**src/rtl/dmem_bus_if_pkg.sv**
```systemverilog
// Shared definitions for the data-side Wishbone master: FSM states,
// pipeline stall-vector indices and bus widths.
package dmem_bus_if_pkg;

  localparam logic RST_ENABLE = 1'b1;

  localparam int WB_AW   = 32;
  localparam int WB_DW   = 32;
  localparam int WB_SW   = 4;
  localparam int STALL_W = 6;

  typedef enum int {
    STALL_PC  = 0,
    STALL_IF  = 1,
    STALL_ID  = 2,
    STALL_EX  = 3,
    STALL_MEM = 4,
    STALL_WB  = 5
  } stall_idx_e;

  typedef enum logic [1:0] {
    ST_IDLE       = 2'd0,
    ST_BUSY       = 2'd1,
    ST_WAIT_STALL = 2'd2
  } state_e;

endpackage

```
**src/rtl/dmem_bus_if_if.sv**
```systemverilog
// Wishbone B4 classic data bus as seen by the memory-stage master.
interface dmem_bus_if_if;
  import dmem_bus_if_pkg::*;

  logic             wb_cyc_o;
  logic             wb_stb_o;
  logic             wb_we_o;
  logic [WB_AW-1:0] wb_adr_o;
  logic [WB_DW-1:0] wb_dat_o;
  logic [WB_SW-1:0] wb_sel_o;
  logic [WB_DW-1:0] wb_dat_i;
  logic             wb_ack_i;

  modport master (
    output wb_cyc_o, wb_stb_o, wb_we_o, wb_adr_o, wb_dat_o, wb_sel_o,
    input  wb_dat_i, wb_ack_i
  );

  modport slave (
    input  wb_cyc_o, wb_stb_o, wb_we_o, wb_adr_o, wb_dat_o, wb_sel_o,
    output wb_dat_i, wb_ack_i
  );
endinterface

```
**src/rtl/dmem_bus_if.sv**
```systemverilog
// Turns single-cycle memory-stage requests into registered Wishbone
// transactions, stalling the pipeline while a transaction is in flight.
module dmem_bus_if
  import dmem_bus_if_pkg::*;
#(
  parameter int TIMEOUT_CYC = 0
) (
  input  logic               clk,
  input  logic               rst,
  input  logic [STALL_W-1:0] stall_i,
  input  logic               flush_i,
  input  logic               cpu_ce_i,
  input  logic [WB_AW-1:0]   cpu_addr_i,
  input  logic [WB_DW-1:0]   cpu_data_i,
  input  logic               cpu_we_i,
  input  logic [WB_SW-1:0]   cpu_sel_i,
  output logic [WB_DW-1:0]   cpu_data_o,
  output logic               stallreq_o,
  output logic               bus_err_o,
  dmem_bus_if_if.master      wb
);

  state_e           r_state;
  state_e           w_next_state;
  logic [WB_DW-1:0] r_rd_buf;
  logic             r_bus_err;
  logic             w_start;
  logic             w_end;
  logic             w_capture;
  logic             w_abort;
  logic             w_timeout;

  // NOTE: every signal gets a default first so no path through the case infers a latch.
  always_comb begin
    w_next_state = r_state;
    w_start      = 1'b0;
    w_end        = 1'b0;
    w_capture    = 1'b0;
    w_abort      = 1'b0;
    stallreq_o   = 1'b0;
    cpu_data_o   = '0;
    case (r_state)
      ST_IDLE: begin
        stallreq_o = cpu_ce_i & ~flush_i;
        if (cpu_ce_i && !flush_i) begin
          w_start      = 1'b1;
          w_next_state = ST_BUSY;
        end
      end
      ST_BUSY: begin
        stallreq_o = ~wb.wb_ack_i & ~flush_i;
        // A flushed access never hands data to the pipeline, even if acked.
        cpu_data_o = (wb.wb_ack_i && !flush_i) ? wb.wb_dat_i : '0;
        if (flush_i) begin
          w_end        = 1'b1;
          w_next_state = ST_IDLE;
        end else if (wb.wb_ack_i) begin
          w_end        = 1'b1;
          w_capture    = 1'b1;
          w_next_state = (|stall_i) ? ST_WAIT_STALL : ST_IDLE;
        end else if (w_timeout) begin
          w_end        = 1'b1;
          w_abort      = 1'b1;
          w_next_state = ST_IDLE;
        end
      end
      ST_WAIT_STALL: begin
        cpu_data_o = r_rd_buf;
        if (stall_i == '0) w_next_state = ST_IDLE;
      end
      default: w_next_state = ST_IDLE;
    endcase
  end

  // NOTE: non-blocking assignments so every register samples pre-edge values.
  always_ff @(posedge clk) begin
    if (rst == RST_ENABLE) r_state <= ST_IDLE;
    else                   r_state <= w_next_state;
  end

  always_ff @(posedge clk) begin
    if (rst == RST_ENABLE || w_end) begin
      wb.wb_cyc_o <= 1'b0;
      wb.wb_stb_o <= 1'b0;
      wb.wb_we_o  <= 1'b0;
      wb.wb_adr_o <= '0;
      wb.wb_dat_o <= '0;
      wb.wb_sel_o <= '0;
    end else if (w_start) begin
      wb.wb_cyc_o <= 1'b1;
      wb.wb_stb_o <= 1'b1;
      wb.wb_we_o  <= cpu_we_i;
      wb.wb_adr_o <= cpu_addr_i;
      wb.wb_dat_o <= cpu_data_i;
      wb.wb_sel_o <= cpu_sel_i;
    end
  end

  always_ff @(posedge clk) begin
    if (rst == RST_ENABLE) begin
      r_rd_buf  <= '0;
      r_bus_err <= 1'b0;
    end else begin
      r_bus_err <= w_abort;
      if (w_capture)  r_rd_buf <= wb.wb_dat_i;
      else if (w_end) r_rd_buf <= '0;
    end
  end

  assign bus_err_o = r_bus_err;

  generate
    if (TIMEOUT_CYC > 0) begin : g_wdog
      localparam int CNT_W = (TIMEOUT_CYC > 1) ? $clog2(TIMEOUT_CYC) : 1;
      logic [CNT_W-1:0] r_wdog_cnt;

      // Counts BUSY cycles; fires on the last cycle of the allowed window.
      always_ff @(posedge clk) begin
        if (rst == RST_ENABLE || w_start) r_wdog_cnt <= '0;
        else if (r_state == ST_BUSY)      r_wdog_cnt <= r_wdog_cnt + 1'b1;
      end

      assign w_timeout = (r_wdog_cnt == CNT_W'(TIMEOUT_CYC - 1));
    end else begin : g_no_wdog
      assign w_timeout = 1'b0;
    end
  endgenerate

endmodule

```
**src/flat_wrapper.sv**
```systemverilog
// flat-port wrapper written by rule: the top's interface ports become plain ports
module dmem_bus_if_flat import dmem_bus_if_pkg::*;
#(
  parameter int TIMEOUT_CYC = 0
)
  (clk, rst, stall_i, flush_i, cpu_ce_i, cpu_addr_i, cpu_data_i, cpu_we_i, cpu_sel_i, cpu_data_o, stallreq_o, bus_err_o, wb_wb_cyc_o, wb_wb_stb_o, wb_wb_we_o, wb_wb_adr_o, wb_wb_dat_o, wb_wb_sel_o, wb_wb_dat_i, wb_wb_ack_i);
  dmem_bus_if_if wb_i ();
  input  logic clk;
  input  logic rst;
  input  logic [STALL_W-1:0] stall_i;
  input  logic flush_i;
  input  logic cpu_ce_i;
  input  logic [WB_AW-1:0] cpu_addr_i;
  input  logic [WB_DW-1:0] cpu_data_i;
  input  logic cpu_we_i;
  input  logic [WB_SW-1:0] cpu_sel_i;
  output logic [WB_DW-1:0] cpu_data_o;
  output logic stallreq_o;
  output logic bus_err_o;
  output wire logic [$bits(wb_i.wb_cyc_o)-1:0] wb_wb_cyc_o;
  output wire logic [$bits(wb_i.wb_stb_o)-1:0] wb_wb_stb_o;
  output wire logic [$bits(wb_i.wb_we_o)-1:0] wb_wb_we_o;
  output wire logic [$bits(wb_i.wb_adr_o)-1:0] wb_wb_adr_o;
  output wire logic [$bits(wb_i.wb_dat_o)-1:0] wb_wb_dat_o;
  output wire logic [$bits(wb_i.wb_sel_o)-1:0] wb_wb_sel_o;
  input wire logic [$bits(wb_i.wb_dat_i)-1:0] wb_wb_dat_i;
  input wire logic [$bits(wb_i.wb_ack_i)-1:0] wb_wb_ack_i;
  assign wb_wb_cyc_o = wb_i.wb_cyc_o;
  assign wb_wb_stb_o = wb_i.wb_stb_o;
  assign wb_wb_we_o = wb_i.wb_we_o;
  assign wb_wb_adr_o = wb_i.wb_adr_o;
  assign wb_wb_dat_o = wb_i.wb_dat_o;
  assign wb_wb_sel_o = wb_i.wb_sel_o;
  assign wb_i.wb_dat_i = wb_wb_dat_i;
  assign wb_i.wb_ack_i = wb_wb_ack_i;
  dmem_bus_if #(.TIMEOUT_CYC(TIMEOUT_CYC)) u_core (.clk(clk), .rst(rst), .stall_i(stall_i), .flush_i(flush_i), .cpu_ce_i(cpu_ce_i), .cpu_addr_i(cpu_addr_i), .cpu_data_i(cpu_data_i), .cpu_we_i(cpu_we_i), .cpu_sel_i(cpu_sel_i), .cpu_data_o(cpu_data_o), .stallreq_o(stallreq_o), .bus_err_o(bus_err_o), .wb(wb_i));
endmodule
```
**config.mk**
```make
export PLATFORM = sky130hd
export DESIGN_NAME = dmem_bus_if_flat
export DESIGN_NICKNAME = d
export VERILOG_FILES = /design/src/rtl/dmem_bus_if_pkg.sv /design/src/rtl/dmem_bus_if_if.sv /design/src/rtl/dmem_bus_if.sv /design/src/flat_wrapper.sv
export SDC_FILE = /design/constraint.sdc
export NUM_CORES = 1
export LEC_CHECK = 0
export BUFFER_PORTS_ARGS = -buffer_cell sky130_fd_sc_hd__buf_4
export CAP_MARGIN = 20
export CORE_UTILIZATION = 48
export DETAILED_ROUTE_END_ITERATION = 7
export GPL_TIMING_DRIVEN = 0
export PLACE_DENSITY_LB_ADDON = 0.2
export REMOVE_ABC_BUFFERS = 1
export SYNTH_ARGS = -nofsm -noshare
export SYNTH_HDL_FRONTEND = slang
export SYNTH_SLANG_ARGS = --single-unit
```
**constraint.sdc**
```tcl
create_clock -name clk -period 4.9 [get_ports clk]
set_clock_uncertainty 0.1 [all_clocks]
set_input_delay 0.735 -clock clk [delete_from_list [all_inputs] [get_ports clk]]
set_output_delay 0.735 -clock clk [all_outputs]
set_load 0.01 [all_outputs]
```
==> impl_metrics.py, run 1 <==
metrics = {
    "drt": {
        "first_pass_iters": 4,
        "vias": 4040,
        "viasPerCell": 5.160,
        "ant_nets": 0,
        "drt_iter0_drc": 127,
        "wl_per_cell_microns": 14.56,
        "route.detailed.drc": 0,
        "routed_wl_microns": 11400,
    },
    "global_routing": {
        "use_met3": 0.06715,
        "gr-max-usage-layer": "met2",
        "antenna_found_initial": 0,
        "first_global_vias": 3666,
        "use_met1": 0.2744,
        "grtUsageMet2": 0.4471,
        "grt-ovfl-total": 0,
        "grt_max_degree": 53,
        "grt_pass1_wl_microns": 17060,
        "grt.total_usage": 0.2470,
    },
    "placed_design": {
        "portBuffers": 215,
        "place_area_sq_um": 5784,
        "dp_hpwl_microns": 8223,
        "dp_cells": 767,
        "gp_congestion": 0.7261,
        "dp_slack_ns": 1.930,
    },
    "worst_setup_path": {
        "critPathBufInv": 3,
        "critPathCaptureType": "output port",
        "cp_slowest_cell": "nor2_2",
        "worstSetupStartpointType": "flip-flop",
        "required_ns": 4.07,
        "path_depth": 8,
        "cp_max_fo": 18,
        "crit_family": "simple AND/OR/NAND/NOR gates",
        "worstReg2RegStart": "u_core.r_state[0]$_SDFFE_PP0P_",
        "cp-endpoint": "cpu_data_o[31]",
        "max_stage_delay_ns": 0.62,
        "startpoint": "u_core.r_state[1]$_SDFFE_PP0P_",
        "cp.arrival_ns": 2.32,
        "r2r-end": "u_core.wb.wb_dat_o[6]$_SDFFE_PP0P_",
        "r2r_cells": 7,
        "crit_chain": "inv_1 -> ha_1 -> nand2_1 -> nor2_2 -> buf_8 -> a22oi_1 -> nor2b_1 -> buf_4",
        "ff2ff_setup_slack_ns": 2.77,
        "criticalPathCategory": "reg2out",
    },
    "power_and_ir_drop": {
        "seqPwrFrac": 0.447,
        "p_leak_nw": 2.550,
        "vdd_drop_max_mv": 0.1448,
        "combPwrFrac": 0.284,
        "p_sw_mw": 0.6587,
        "powerDensity_nw_per_um2": 361.0,
        "swShare": 0.3039,
        "p_clk_frac": 0.269,
        "internal_power_mw": 1.509,
    },
    "synthesis": {
        "yosys_warnings": 0,
        "ys_ff_latch": 104,
        "async_reset_ff_frac": 0,
        "synth-edff-count": 0,
        "synth_commonest_cells": "141 x nand2_1, 104 x dfxtp_1, 70 x a21oi_1",
        "yosys.area.top_type": "dfxtp_1",
        "ys_types": 24,
        "avgSynthCellArea_sq_um": 8.462,
        "synth.top_cell.area_share": 0.5115,
        "syn_inst": 481,
        "yosysMostFrequentCell": "nand2_1",
        "netlist_area_sq_um": 4070,
        "synth_area_leaders": "dfxtp_1 51%, nand2_1 13%, a21oi_1 8.6%",
        "ys_seq_area_frac": 0.5115,
        "synthFlopType": "dfxtp_1",
    },
    "clock_tree": {
        "clk_pin_slew_worst_paths_ns": 0.10,
        "cts_buffers": 9,
        "cts.path.max_buffers": 2,
        "insertion_delay_ns": 0.35,
        "cts.sinks": 104,
        "holdBufCountCts": 0,
        "cts_root_buffer": "clkbuf_8",
        "cts_resized": 0,
        "cts_tree": "built",
        "postCtsSetupBuffers": 0,
        "cts-htree-levels": 3,
    },
    "flow_run": {
        "cap_violations": 0,
    },
    "die": {
        "die_x_microns": 94.09,
        "initial_utilization": 0.4954,
        "die_y_microns": 94.09,
        "core_sq_um": 8217,
        "die_area_sq_um": 8852,
        "rows": 33,
        "io_pins": 217,
    },
    "timing": {
        "slew_viol_final": 0,
        "timing.final.crit_share": 0.6431,
        "hold_viol": 0,
        "finalCriticalPeriod_ns": 3.151,
        "fin_tns_setup_ns": 0,
        "setup_ws_ns": 1.749,
        "rsz0062_at_grt": "no",
        "setup_viol": 0,
        "worst_slew_pin_slew_ns": 0.8965,
        "fmax_mhz": 317.3,
        "max_slew_margin": 0.4009,
    },
    "finish": {
        "num_antenna_cells": 0,
        "layout.nets": 788,
        "final_cell_area_sq_um": 6005,
        "layout-drive-gt1-share": 0.3599,
        "syn2layout_area_growth_pct": 47.53,
        "finish.utilization": 0.7308,
        "final_cells": 783,
    },
    "status": {
        "status": "completed",
    },
    "min_path": {
        "hold_class": "reg2reg",
    },
}
[metrics by stage]
step           total power [mW]  hold WS [ns]
3_3_place_gp              1.547        0.3420
4_1_cts                   2.185        0.3620
5_1_grt                   2.282        0.3756
6_report                  2.168        0.3592
3_5_place_dp              1.607        0.3477
2_1_floorplan             1.289        0.3498
[how the worst min path moves through the flow]
stage	start	endpoint	cells after the start
3_5_place_dp	u_core.wb.wb_dat_o[7]$_SDFFE_PP0P_	u_core.wb.wb_dat_o[7]$_SDFFE_PP0P_	2
4_1_cts	u_core.wb.wb_dat_o[19]$_SDFFE_PP0P_	u_core.wb.wb_dat_o[19]$_SDFFE_PP0P_	2
3_3_place_gp	u_core.wb.wb_adr_o[2]$_SDFFE_PP0P_	u_core.wb.wb_adr_o[2]$_SDFFE_PP0P_	2
2_1_floorplan	u_core.r_rd_buf[0]$_SDFFE_PP0P_	u_core.r_rd_buf[0]$_SDFFE_PP0P_	1
5_1_grt	u_core.wb.wb_we_o$_SDFFE_PP0P_	u_core.wb.wb_we_o$_SDFFE_PP0P_	2
6_report	u_core.wb.wb_dat_o[3]$_SDFFE_PP0P_	u_core.wb.wb_dat_o[3]$_SDFFE_PP0P_	2
[logic make-up after synthesis]
group | after synthesis | share of synthesized area
AOI/OAI and AO/OA | 138 | 0.2213
adders and majority gates | 3 | 0.009223
buffers and inverters | 45 | 0.05410
DFF | 104 | 0.5115
muxes | 1 | 0.002459
other | 1 | 0.0009213
and+or+nand+nor | 189 | 0.2004
[flip-flops by register name, summed over array words and instances (netlist names)]
register and cells:
u_core.wb.wb_we_o 1, u_core.r_rd_buf 32, u_core.wb.wb_sel_o 4, u_core.wb.wb_dat_o 32, u_core.wb.wb_adr_o 32, u_core.wb.wb_cyc_o 1, u_core.r_state 2
[metal layers]
layer / up-vias / wire [microns]
met3: 14 / 893
met5: - / 0
met2: 161 / 5797
met4: 0 / 152
met1: 1861 / 4556
li1: 2004 / -
[placed cells by master, fill, tap and decap left out]
cell and count:
mux2i_1 1, nor3_2 1, or2_2 1, clkbuf_1 1
nand2_1 141, buf_6 2, bufinv_16 2, buf_4 215
a22oi_1 32, dfxtp_1 104, clkinv_1 1, ha_1 3
clkinv_4 1, a22o_1 32, buf_8 1, buf_16 3
a21oi_1 70, o21ai_1 1, buf_12 2, nor2_4 1
nand2b_1 5, nor4_1 1, inv_1 2, nor2b_2 1
nand2b_2 1, nor2_2 1, nor2_1 4, o2bb2ai_1 1
inv_6 1, clkinvlp_4 2, conb_1 1, nor2b_1 32
clkbuf_8 9, o32ai_1 1, a21boi_1 1
[area by class of cell]
class / instances / area (sq um)
Multi-Input combinational cell: 332 / 1785
Clock inverter: 6 / 92.59
Tap cell: 105 / 131.4
Timing Repair Buffer: 223 / 1774
Inverter: 3 / 11.26
Fill cell: 636 / 2212
Sequential cell: 104 / 2082
Clock buffer: 10 / 127.6
[power groups by stage]
stage                     clock network (mW)  registers [mW]  logic [mW]
after global placement                     0           0.982       0.565
after floorplan                            0            1.01       0.278
after global routing                   0.632           0.977       0.673
after CTS                              0.596           0.968       0.621
after detailed placement                   0           0.987       0.620
final                                  0.583           0.968       0.617
[worst register-to-register path: stages (launching register included)]
cell	delay (ns)
dfxtp_1	0.34
inv_1	0.08
ha_1	0.20
clkinv_1	0.13
nor2_4	0.72
buf_16	0.26
nand2_1	0.08
a21oi_1	0.14
Note: power is estimated with default switching activity, not from simulation.
==> inputs of run 2 (changes only) <==
- ABC_AREA: default -> 1
- CORE_UTILIZATION: 48 -> 46
- clock period: 4.9 -> 3.3 ns (I/O delays scaled with it)
==> run 2 against run 1 <==
Against the previous run:
- sequential power increased by 50%
- area after synthesis increased by 7.4%
- cell area increased by 3.7%
- power increased by 55%
- critical path type unchanged
- highest routed layer unchanged
==> impl_metrics.py, run 2 <==
metrics = {
    "finish": {
        "final_cells": 878,
        "num_antenna_cells": 0,
        "final_cell_mix": "221 x nand2_1, 215 x buf_4, 104 x dfxtp_1",
        "reg_top3": "u_core.r_rd_buf: 32 flops, u_core.wb.wb_adr_o: 32 flops, u_core.wb.wb_dat_o: 32 flops",
        "layout-drive-gt1-share": 0.4059,
        "final_cell_area_sq_um": 6225,
        "layout_commonest_cell": "nand2_1",
        "layout.nets": 859,
        "syn2layout_area_growth_pct": 42.35,
    },
    "worst_setup_path": {
        "crit_chain": "inv_1 -> ha_1 -> inv_2 -> nor2_2 -> inv_2 -> nor2_8 -> nand2_1 -> a21oi_1 -> buf_4",
        "cp_common_cell": "inv_2",
        "crit_family": "simple AND/OR/NAND/NOR gates",
        "max_stage_delay_ns": 0.65,
        "critPathCaptureType": "output port",
        "cp_max_fo": 32,
        "required_ns": 2.70,
        "critPathBufInv": 4,
        "cp.arrival_ns": 2.43,
        "criticalPathCategory": "reg2out",
        "cp_slowest_cell": "nor2_8",
        "worstSetupStartpointType": "flip-flop",
    },
    "timing": {
        "fin_tns_setup_ns": 0,
        "hold_viol": 0,
        "setup_ws_ns": 0.2744,
        "slew_viol_final": 0,
        "timing.final.crit_share": 0.9169,
        "setup_viol": 0,
        "worst_slew_pin_slew_ns": 0.8583,
        "rsz0062_at_grt": "no",
        "finalCriticalPeriod_ns": 3.026,
        "max_slew_margin": 0.4278,
        "fmax_mhz": 330.5,
    },
    "die": {
        "rows": 35,
        "die_y_microns": 99.50,
        "io_pins": 217,
        "core_sq_um": 9240,
        "initial_utilization": 0.4733,
        "die_x_microns": 99.50,
        "die_area_sq_um": 9900,
    },
    "synthesis": {
        "synth.top_cell.area_share": 0.4761,
        "synth_commonest_cells": "222 x nand2_1, 104 x dfxtp_1, 95 x a21oi_1",
        "async_reset_ff_frac": 0,
        "yosys.area.top_type": "dfxtp_1",
        "synth_area_leaders": "dfxtp_1 48%, nand2_1 19%, a21oi_1 11%",
        "syn_inst": 552,
        "netlist_area_sq_um": 4373,
        "avgSynthCellArea_sq_um": 7.922,
        "ys_types": 22,
        "yosysMostFrequentCell": "nand2_1",
        "synthFlopType": "dfxtp_1",
        "ys_ff_latch": 104,
        "yosys_warnings": 0,
        "ys_seq_area_frac": 0.4761,
        "synth-edff-count": 0,
    },
    "drt": {
        "first_pass_iters": 4,
        "routed_wl_microns": 11540,
        "viasPerCell": 4.768,
        "ant_nets": 0,
        "vias": 4186,
        "route.detailed.drc": 0,
        "wl_per_cell_microns": 13.14,
        "drt_iter0_drc": 112,
    },
    "clock_tree": {
        "cts_root_buffer": "clkbuf_8",
        "cts_buffers": 9,
        "cts-htree-levels": 3,
        "holdBufCountCts": 0,
        "cts_resized": 0,
        "postCtsSetupBuffers": 0,
        "cts_tree": "built",
        "clk_pin_slew_worst_paths_ns": 0.10,
        "cts.sinks": 104,
        "insertion_delay_ns": 0.34,
        "cts.path.max_buffers": 2,
    },
    "placed_design": {
        "place_area_sq_um": 6023,
        "dp_slack_ns": 0.2797,
        "portBuffers": 215,
        "gp_congestion": 0.7304,
        "dp_cells": 861,
        "dp_hpwl_microns": 8365,
    },
    "power_and_ir_drop": {
        "vdd_drop_max_mv": 0.3194,
        "powerDensity_nw_per_um2": 539.2,
        "p_leak_nw": 2.688,
    },
    "global_routing": {
        "grt_pass1_wl_microns": 18360,
        "antenna_found_initial": 0,
        "grt-ovfl-total": 0,
        "grt.total_usage": 0.2302,
        "grt_max_degree": 71,
        "first_global_vias": 3947,
    },
    "min_path": {
        "hold_class": "in2reg",
    },
    "flow_run": {
        "cap_violations": 0,
    },
    "status": {
        "status": "completed",
    },
}
run 2: kinds of logic (layout without fill, tap and decap cells):
group | after synthesis | after routing | synth area share
and+or+nand+nor | 256 | 256 | 0.2609
other | 1 | 1 | 0.0008575
adders and majority gates | 3 | 3 | 0.008585
DFF | 104 | 104 | 0.4761
buffers and inverters | 51 | 248 | 0.06095
AOI/OAI and AO/OA | 137 | 137 | 0.1926
run 2: final cells by class:
| class | count | area, sq um |
|---|---|---|
| Timing Repair Buffer | 221 | 1732 |
| Sequential cell | 104 | 2082 |
| Clock buffer | 11 | 141.4 |
| Inverter | 11 | 41.29 |
| Clock inverter | 5 | 40.04 |
| Tap cell | 129 | 161.4 |
| Multi-Input combinational cell | 397 | 2027 |
| Fill cell | 771 | 3015 |
run 2: per-layer routing:
layer,up-vias,global-route usage,share of wire
met5,-,0,0
li1,2137,-,-
met1,1898,0.2601,0.39
met3,7,0.07379,0.083
met4,0,0.06109,0.0074
met2,144,0.4167,0.52
run 2: worst register-to-register path, stage by stage, from the launching register on:
cell and delay, ns:
dfxtp_1 0.34, inv_1 0.08, ha_1 0.21, nand3_2 0.59
inv_2 0.71, buf_12 0.28, nand2_1 0.08, a21oi_1 0.17
run 2: power by group:
part / leakage (nW) / internal, mW / switching, mW
clock: 0.0822 / 0.300 / 0.431
combinational: 1.76 / 0.470 / 0.706
sequential: 0.844 / 1.38 / 0.0678
run 2: final timing paths:
| check | cells past startpoint | slack (ns) | startpoint | endpoint |
|---|---|---|---|---|
| max | 9 | 0.27 | u_core.r_state[1]$_SDFFE_PP0P_ | cpu_data_o[29] |
| min | 3 | 0.29 | cpu_addr_i[12] | u_core.wb.wb_adr_o[12]$_SDFFE_PP0P_ |
| max reg2reg | 7 | 0.68 | u_core.r_state[0]$_SDFFE_PP0P_ | u_core.wb.wb_adr_o[19]$_SDFFE_PP0P_ |
| min reg2reg | 2 | 0.37 | u_core.wb.wb_dat_o[22]$_SDFFE_PP0P_ | u_core.wb.wb_dat_o[22]$_SDFFE_PP0P_ |
run 2: per-stage QoR:
stage            util  power (mW)  hold slack [ns]
2_1_floorplan       -       2.069           0.3395
3_3_place_gp   0.6410       2.518           0.3519
3_5_place_dp   0.6519       2.659           0.3554
4_1_cts        0.6715       3.388           0.2739
5_1_grt        0.6737       3.565           0.2650
6_report       0.6737       3.357           0.2867
==> inputs of run 3 (changes only) <==
- CORE_UTILIZATION: 46 -> 49
- PLACE_DENSITY: default -> 0.91
- PLACE_DENSITY_LB_ADDON: 0.2 -> default
- clock period: 3.3 -> 3.5 ns (I/O delays scaled with it)
==> run 3 against run 2 <==
Against the previous run:
- final cell count shrank 2.4%
- routed wire length rose by 5.3%
- hold slack better by 0.013 ns
- first-iteration DRC count shrank 19%
- core utilization up 4.5 points
- highest routed layer unchanged
- combinational power is 6% lower
- largest cell class unchanged
- critical path type unchanged
- sequential cell count did not move
- non-clock buffer count is the same
- critical path depth unchanged
- power fell by 2.1%
==> impl_metrics.py, run 3 (synthesis gave the netlist of run 2 again) <==
metrics = {
    "status": {
        "status": "completed",
    },
    "die": {
        "core_sq_um": 8678,
        "die_y_microns": 96.47,
        "die_x_microns": 96.47,
        "initial_utilization": 0.5039,
        "rows": 34,
        "io_pins": 217,
        "die_area_sq_um": 9306,
    },
    "global_routing": {
        "grt_pass1_wl_microns": 17910,
        "grt-ovfl-total": 0,
        "antenna_found_initial": 0,
        "first_global_vias": 4070,
        "grt.total_usage": 0.2477,
        "grt_max_degree": 71,
    },
    "drt": {
        "first_pass_iters": 4,
        "vias": 4340,
        "ant_nets": 0,
        "viasPerCell": 5.064,
        "routed_wl_microns": 12150,
        "wl_per_cell_microns": 14.18,
        "drt_iter0_drc": 91,
        "route.detailed.drc": 0,
    },
    "clock_tree": {
        "cts_root_buffer": "clkbuf_8",
        "insertion_delay_ns": 0.35,
        "cts_buffers": 9,
        "cts.sinks": 104,
        "cts-htree-levels": 3,
        "postCtsSetupBuffers": 0,
        "cts_resized": 0,
        "cts_tree": "built",
        "cts.path.max_buffers": 2,
        "holdBufCountCts": 0,
        "clk_pin_slew_worst_paths_ns": 0.12,
    },
    "flow_run": {
        "cap_violations": 0,
    },
    "timing": {
        "hold_viol": 0,
        "setup_viol": 0,
        "slew_viol_final": 0,
        "timing.final.crit_share": 0.8828,
        "max_slew_margin": 0.4094,
        "rsz0062_at_grt": "no",
        "setup_ws_ns": 0.4104,
        "finalCriticalPeriod_ns": 3.090,
        "worst_slew_pin_slew_ns": 0.8858,
        "fmax_mhz": 323.7,
    },
    "finish": {
        "num_antenna_cells": 0,
        "layout-drive-gt1-share": 0.4072,
        "reg_top3": "u_core.r_rd_buf: 32 flops, u_core.wb.wb_adr_o: 32 flops, u_core.wb.wb_dat_o: 32 flops",
        "n_fill_cell": 645,
        "final_cells": 857,
        "layout.nets": 859,
        "final_cell_mix": "221 x nand2_1, 215 x buf_4, 104 x dfxtp_1",
        "layout_commonest_cell": "nand2_1",
        "syn2layout_area_growth_pct": 42.58,
        "seq_area_sq_um": 2082,
        "multi_input_area_sq_um": 2027,
    },
    "min_path": {
        "hold_class": "in2reg",
        "hold_start": "cpu_data_i[20]",
    },
    "placed_design": {
        "dp_hpwl_microns": 8846,
        "gp_congestion": 0.7764,
        "dp_slack_ns": 0.8197,
        "dp_cells": 839,
        "portBuffers": 215,
    },
    "worst_setup_path": {
        "cp_max_fo": 32,
        "cp.arrival_ns": 2.46,
        "critPathCaptureType": "output port",
        "max_stage_delay_ns": 0.66,
        "cp_slowest_cell": "nor2_8",
        "required_ns": 2.87,
        "worstSetupStartpointType": "flip-flop",
        "startpoint": "u_core.r_state[1]$_SDFFE_PP0P_",
        "worstReg2RegStart": "u_core.r_state[1]$_SDFFE_PP0P_",
        "cp_common_cell": "inv_2",
        "crit_chain": "inv_1 -> ha_1 -> inv_2 -> nor2_2 -> inv_2 -> nor2_8 -> nand2_1 -> a21oi_1 -> buf_4",
        "criticalPathCategory": "reg2out",
    },
    "power_and_ir_drop": {
        "p_leak_nw": 2.717,
        "vdd_drop_max_mv": 0.3731,
        "powerDensity_nw_per_um2": 527.1,
    },
}
[run 3: worst paths after layout]
| path | end | cells after the start | slack, ns |
|---|---|---|---|
| worst max register to register | u_core.wb.wb_adr_o[30]$_SDFFE_PP0P_ | 6 | 1.33 |
| worst max-delay path | cpu_data_o[25] | 9 | 0.41 |
| worst min register to register | u_core.wb.wb_sel_o[3]$_SDFFE_PP0P_ | 2 | 0.37 |
| worst min-delay path | u_core.wb.wb_dat_o[20]$_SDFFE_PP0P_ | 3 | 0.30 |
[run 3: critical path, delay by kind of cell (launching register included)]
family | cells | cell delay, ns
and+or+nand+nor | 3 | 0.95
buffers and inverters | 4 | 0.35
DFF | 1 | 0.33
adders and majority gates | 1 | 0.26
AOI/OAI and AO/OA | 1 | 0.19
[run 3: power by group]
| group | leakage (nW) | total (mW) | internal, mW | switching [mW] |
|---|---|---|---|---|
| Sequential | 0.844 | 1.37 | 1.30 | 0.0662 |
| Clock | 0.112 | 0.803 | 0.354 | 0.449 |
| Combinational | 1.76 | 1.11 | 0.440 | 0.674 |
| Total | 2.72 | 3.29 | 2.10 | 1.19 |
[run 3: layer usage]
metal  global-route usage  routed length (microns)  part of all wire
met1               0.2601                     4426              0.36
met2               0.4507                     6349              0.52
met3              0.08216                     1077             0.089
met4               0.1029                      298             0.025
met5                    0                        0                 0
[run 3: area by class of cell]
| type | count | share of cell area |
|---|---|---|
| sequential | 104 | 0.3339 |
| multi-input combinational | 397 | 0.3251 |
| timing repair buffer | 221 | 0.2771 |
| tap | 108 | 0.02167 |
| clock buffer | 9 | 0.01987 |
| clock inverter | 7 | 0.01565 |
| inverter | 11 | 0.006623 |
[run 3: metrics by stage]
stage               area [sq um]  utilization  power (mW)  TNS (ns)  hold WS (ns)
floorplan                   4148            -       1.951         0        0.3395
global placement            5897       0.6795       2.363    -37.54        0.3520
detailed placement          5978       0.6889       2.488         0        0.3557
CTS                         6200       0.7144       3.293         0        0.2847
global route                6235       0.7184       3.456         0        0.2854
finish                      6235       0.7184       3.286         0        0.2992
